File: src/rtl/sort_network_pipe_pkg.sv
// Shared sorter definitions: pipeline depth helper, layer grouping and the window-size limit.
package sort_network_pipe_pkg;

    localparam int SORT_MAX_N = 49;

    function automatic int ceil_div(input int a, input int b);
        return (a + b - 1) / b;
    endfunction

    // Index of the last compare-exchange layer that belongs to register group s.
    function automatic int group_last_layer(input int s, input int lpr, input int n);
        int last;
        last = (s + 1) * lpr;
        if (last > n) last = n;
        return last - 1;
    endfunction

endpackage

File: src/rtl/sort_cas_layer.sv
// One combinational odd-even transposition layer: pairs (i,i+1) with i%2 == PARITY.
module sort_cas_layer #(
    parameter int N      = 7,
    parameter int DATA_W = 8,
    parameter int PARITY = 0
) (
    input  logic [N*DATA_W-1:0] src,
    output logic [N*DATA_W-1:0] res
);

    always_comb begin
        res = src;
        for (int i = PARITY; i < N - 1; i += 2) begin
            // Strict compare so equal samples stay in place.
            if (src[i*DATA_W +: DATA_W] > src[(i+1)*DATA_W +: DATA_W]) begin
                res[i*DATA_W +: DATA_W]     = src[(i+1)*DATA_W +: DATA_W];
                res[(i+1)*DATA_W +: DATA_W] = src[i*DATA_W +: DATA_W];
            end
        end
    end

endmodule

File: src/rtl/sort_network_pipe.sv
// Fully pipelined ascending sorter (odd-even transposition, N layers, register every
// LAYERS_PER_REG layers). Define SORT_STALL_EN to add the stall_i pipeline freeze.
module sort_network_pipe
    import sort_network_pipe_pkg::*;
#(
    parameter int N              = 7,
    parameter int DATA_W         = 8,
    parameter int LAYERS_PER_REG = 1
) (
    input  logic                clk,
    input  logic                rst,
    input  logic                done_i,
    input  logic [N*DATA_W-1:0] data_i,
`ifdef SORT_STALL_EN
    input  logic                stall_i,
`endif
    output logic                done_o,
    output logic [N*DATA_W-1:0] data_o,
    output logic [DATA_W-1:0]   median_o
);

    localparam int NSTAGE = ceil_div(N, LAYERS_PER_REG);
    localparam int W      = N * DATA_W;
    localparam int MED    = (N - 1) / 2;

    logic [W-1:0]        stage_in  [NSTAGE];
    logic [W-1:0]        stage_out [NSTAGE];
    logic [W-1:0]        data_p    [NSTAGE];
    logic [NSTAGE-1:0]   vld_p;
    logic                advance;

`ifdef SORT_STALL_EN
    assign advance = ~stall_i;
`else
    assign advance = 1'b1;
`endif

    for (genvar s = 0; s < NSTAGE; s++) begin : g_stage
        localparam int FIRST = s * LAYERS_PER_REG;
        localparam int NL    = group_last_layer(s, LAYERS_PER_REG, N) - FIRST + 1;

        logic [W-1:0] chain [NL+1];

        if (s == 0) begin : g_head
            assign stage_in[s] = data_i;
        end else begin : g_body
            assign stage_in[s] = data_p[s-1];
        end

        assign chain[0] = stage_in[s];

        for (genvar j = 0; j < NL; j++) begin : g_layer
            sort_cas_layer #(
                .N      (N),
                .DATA_W (DATA_W),
                .PARITY ((FIRST + j) % 2)
            ) u_layer (
                .src (chain[j]),
                .res (chain[j+1])
            );
        end

        assign stage_out[s] = chain[NL];
    end

    // Stage registers: data loads every advancing cycle, valid travels alongside.
    always_ff @(posedge clk) begin
        if (rst) begin
            for (int s = 0; s < NSTAGE; s++) begin
                data_p[s] <= '0;
            end
            vld_p <= '0;
        end else if (advance) begin
            vld_p[0] <= done_i;
            for (int s = 1; s < NSTAGE; s++) begin
                vld_p[s] <= vld_p[s-1];
            end
            for (int s = 0; s < NSTAGE; s++) begin
                data_p[s] <= stage_out[s];
            end
        end
    end

    assign done_o   = vld_p[NSTAGE-1];
    assign data_o   = data_p[NSTAGE-1];
    assign median_o = data_p[NSTAGE-1][MED*DATA_W +: DATA_W];

endmodule

File: config.mk
export PLATFORM = sky130hd
export DESIGN_NAME = sort_network_pipe
export DESIGN_NICKNAME = d
export VERILOG_FILES = /design/src/rtl/sort_network_pipe_pkg.sv /design/src/rtl/sort_cas_layer.sv /design/src/rtl/sort_network_pipe.sv
export SDC_FILE = /design/constraint.sdc
export NUM_CORES = 1
export LEC_CHECK = 0
export ABC_CLOCK_PERIOD_IN_PS = 2400
export BUFFER_PORTS_ARGS = -buffer_cell sky130_fd_sc_hd__buf_2
export CORE_ASPECT_RATIO = 1.4
export CORE_MARGIN = 1
export CORE_UTILIZATION = 50
export CTS_BUF_LIST = sky130_fd_sc_hd__clkbuf_16
export CTS_CLUSTER_DIAMETER = 200
export CTS_CLUSTER_SIZE = 25
export DETAILED_ROUTE_END_ITERATION = 7
export GPL_ROUTABILITY_DRIVEN = 0
export PLACE_DENSITY = 0.67
export SYNTH_ARGS = -nofsm -noshare
export SYNTH_HDL_FRONTEND = slang
export SYNTH_HIERARCHICAL = 1
export SYNTH_SLANG_ARGS = --single-unit
File: constraint.sdc
create_clock -name clk -period 2.4 [get_ports clk]
set_input_delay 0.48 -clock clk [delete_from_list [all_inputs] [get_ports clk]]
set_output_delay 0.48 -clock clk [all_outputs]
set_load 0.02 [all_outputs]
Word level (Yosys, flattened, before mapping)

Memories as Yosys holds them, arrays and structs flattened.
Cells that the tools add are included.

Register bits after elaboration: 7
Latch bits: 0
Bits in writable memories: 392
ROM bits: 0
Output and inout port bits: 65
Logic and storage cells: 61
Memories: 1

$add $sub $neg: 0
Multiply operators: 0
Divide/modulo/power cells: 0
$lt $le $gt $ge: 21
Eq/ne operators: 0
Shifts and indexed selects: 0
Mux-type cells: 31
Bitwise gates (word level): 7
Reductions and logical operators: 0

Memories:

| memory | words | bits a word | read ports | clocked after memory_dff | wr ports | line                    | text |
|---|---|---|---|---|---|---|---|
| data_p | 7     | 56          | 7          | 0                        | 7        | sort_network_pipe.sv:28 | `logic [W-1:0] data_p [NSTAGE];` |

Operator list:

| kind               | number |
|---|---|
| 56-bit two-way mux | 7 |
| 16-bit two-way mux | 21 |
| 8-bit > comparator | 21 |
| 1-bit OR           | 7 |
| 1-bit two-way mux  | 3 |

Longest topological paths before layout

An unclocked memory read counts as a cell.

Depth in word-level cells: 4
Depth in mapped cells: 10
Mapped depth without buffers: 8

Cells and area by module

Netlist, hierarchy kept.

Modules (own cells, without submodules):

| module                                             | instances | cells each | area each (um^2) |
|---|---|---|---|
| sort_network_pipe                                  | 1         | 850        | 10,822.9 |
| sort_cas_layer (g_stage[0].g_layer[0].u_layer ...) | 6         | 220        | 1,646.6 |
| sort_cas_layer (g_stage[2].g_layer[0].u_layer)     | 1         | 208        | 1,649.1 |

Worst setup path before layout

No wires, ideal clock.

Path type: input port to flip-flop
Start: input port data_i[41]
End: memory data_p[0][36] (netlist name)
Setup time: 0.114 ns
Arrival time: 2.023 ns
Data required time: 2.286 ns
Path slack: 0.264 ns
Cell stages on the path: 9
Cells stage by stage: inv_1 ha_1 nor2b_4 o211ai_2 a21boi_2 o21ai_2 buf_4 mux2_2 nor2b_1

RTL lines:

| element         | line                    | text |
|---|---|---|
| start, declared | sort_network_pipe.sv:13 | `input logic [N*DATA_W-1:0] data_i,` |
| end, declared   | sort_network_pipe.sv:28 |  |

==> impl_metrics.ini <==
[run_status]
status = completed

[worst_setup_path]
critPathRequiredTime_ns = 2.88
crit_slowest_cell = nor3b_4
max_stage_delay_ns = 0.61
endpoint = data_p[1][36]
rr_worst_depth = 7
worst_r2r_startpoint = data_p[0][33]
crit_chain = inv_1 > ha_1 > a21oi_1 > o21ai_1 > nor3b_4 > a221o_1 > nor2b_1
r2r_slack_ns = 0.12
crit_start = data_p[0][33]
r2r-end = data_p[1][36]
crit_path_start_kind = register
arrival_ns = 2.76
end_kind = register
critical_path_peak_fanout = 16
path_class = register to register

[finish]
syn2layout_area_growth_pct = 4.52
design_area_um2 = 23400
antenna_cells = 0
final_common_cell = nor2b_1
drive_gt1_share_pct = 20.9
nNetsFinal = 2613
finalNonFillerCells = 2943
final_cell_mix = nor2b_1, dfxtp_1, mux2_2

[yosys]
syn_area_per_cell_um2 = 9.40
synth-seq-cells = 399
synth_cells = 2378
synth_area_um2 = 22400
synth_edf_count = 0
yosys_warnings = 6
async_reset_ff_share_pct = 0
synth_nets = 2605
synth.distinct_cells = 35
synth_flop_cell = dfxtp_1
ys_seq_area_share_pct = 35.7

[timing]
worst_pin_slew_ns = 0.902
setup_viol = 0
fin_crit_ns = 2.28
hold_viol_final = 0
worst_clock_skew_ns = 0.0155
slew_violations = 0
finalCritPeriodShare_pct = 95.2
rsz0062_at_grt = no
maxSlewHeadroom_pct = 39.6
fmax_ghz = 0.438

[cts]
clkTransAtPathRegs_ns = 0.09
clock_latency_ns = 0.54
cts_hold_buf = 0
cts_tree = done
cts.sinks = 399
htree_levels = 1
cts.path.max_buffers = 3
cts_buffers = 19
cts_root_buffer = clkbuf_16

[floorplan]
fp.dieArea_um2 = 45600
rows = 91
fp.dieW_um = 181
ios = 124
chipHeight_um = 252
core_um2 = 44100
start_util_pct = 50.7

[power_and_ir_drop]
p_int_mw = 15.9
leakage_nw = 9.78
pwr-share-seq_pct = 31.8
power_density_nw_per_um2 = 1160
netSwitchingPower_mw = 11.1
clkPwrFrac_pct = 12.3
power_frac_comb_pct = 55.9
ir_drop_v = 0.000741
switching_share_pct = 41.0

[placement]
portBuffers = 123
placedInstanceArea_um2 = 22800
dp_cells = 2921
dp_hpwl_um = 30700

[grt]
track_usage_pct = 17.7
grt_overflow = 0
grt_max_degree = 120
grt_pass1_wl_um = 69800
grt_pass1_vias = 15600
antenna_found_initial = 0

[route]
firstDrtPassIters = 5
vias_per_cell = 5.43
finalWirelength_um = 40200
drtAntennaViolNets = 0
drc = 0
wl_per_cell_um = 13.7
via_count = 16000
drt-initial-drc-count = 523

[run]
maxCapViolations = 0

[min_path]
hp-class = input port to register
==> how the worst min path moves through the flow <==
stage                     startpoint  endpoint  slack [ns]  cells past startpoint
after floorplan             vld_p[0]  vld_p[1]        0.41                      1
after global placement      vld_p[2]  vld_p[3]        0.42                      1
after detailed placement    vld_p[4]  vld_p[5]        0.42                      1
after CTS                     done_i  vld_p[0]        0.12                      2
after global routing          done_i  vld_p[0]        0.12                      2
final                         done_i  vld_p[0]        0.15                      2
==> flip-flops by register name (all words and copies together), names as in the netlist <==
signal	cells
data_p	392
vld_p	7
==> kinds of logic after synthesis <==
kind of cell             after synthesis  synth area share (%)
flip-flops                           399                  35.7
buffers and inverters                353                  8.72
multiplexers                         198                  10.1
adder cells (fa/ha/maj)              168                  9.40
AND/OR/NAND/NOR                      812                  21.0
AO/OA/AOI/OAI                        448                  15.0
==> area by class of cell <==
cell class | count | area (um2)
Inverter | 175 | 657
Timing Repair Buffer | 165 | 1040
Fill cell | 4094 | 20700
Tap cell | 558 | 698
Sequential cell | 399 | 7990
Multi-Input combinational cell | 1626 | 12500
Clock buffer | 19 | 475
Clock inverter | 1 | 3.75
==> metal layers <==
metal  global-route usage (%)  vias up  share of wire (%)
li1                         -     8179                  -
met1                     17.9     7447                 39
met2                     36.6      291                 55
met3                     1.54       68                2.8
met4                     6.40        0                2.8
met5                        0        -                  0
==> power by group through the flow <==
stage	clock, mW	combinational [mW]	sequential, mW
finish	3.33	15.1	8.59
CTS	3.49	14.6	8.59
floorplan	0	13.1	8.52
global placement	0	14.0	8.71
detailed placement	0	14.5	8.75
global route	3.74	16.6	8.75
==> metrics by stage <==
stage | setup TNS (ns) | util [%] | power [mW] | hold slack [ns] | worst slack (ns)
2_1_floorplan | 0 | - | 21.6 | 0.414 | 0.264
3_3_place_gp | -0.193 | 51.7 | 22.7 | 0.418 | -0.0164
3_5_place_dp | -0.854 | 51.7 | 23.3 | 0.422 | -0.0692
4_1_cts | 0 | 52.8 | 26.7 | 0.118 | 0.00348
5_1_grt | 0 | 53.0 | 29.1 | 0.124 | 0.00310
6_report | 0 | 53.0 | 27.0 | 0.146 | 0.116
==> cell usage after synthesis (27+ instances only) <==
cell / number / area share [%]
buf_2: 41 / 0.92
o21ai_2: 27 / 1.1
a221o_1: 112 / 5.0
nand3_1: 112 / 2.5
nor2b_1: 406 / 11
a21oi_1: 68 / 1.5
nor2_1: 40 / 0.67
o21ai_1: 70 / 1.6
inv_1: 175 / 2.9
ha_1: 168 / 9.4
dfxtp_1: 399 / 36
nand2_1: 178 / 3.0
mux2_2: 182 / 9.2
o21ai_0: 89 / 2.0
buf_4: 102 / 3.4
==> worst max-delay path: cells and delay by family, from the launching register on <==
| kind | cells | cell delay (ns) |
|---|---|---|
| adders and majority gates | 1 | 0.29 |
| and+or+nand+nor | 2 | 0.76 |
| DFF | 1 | 0.45 |
| buffers and inverters | 1 | 0.07 |
| AOI/OAI and AO/OA | 3 | 0.65 |
==> timing repair <==
action	4_1_cts	5_1_grt
setup buffers	0	2
resized for setup	1	11
endpoints found under the setup margin	1	83
Power figures use the tool's default switching activity.
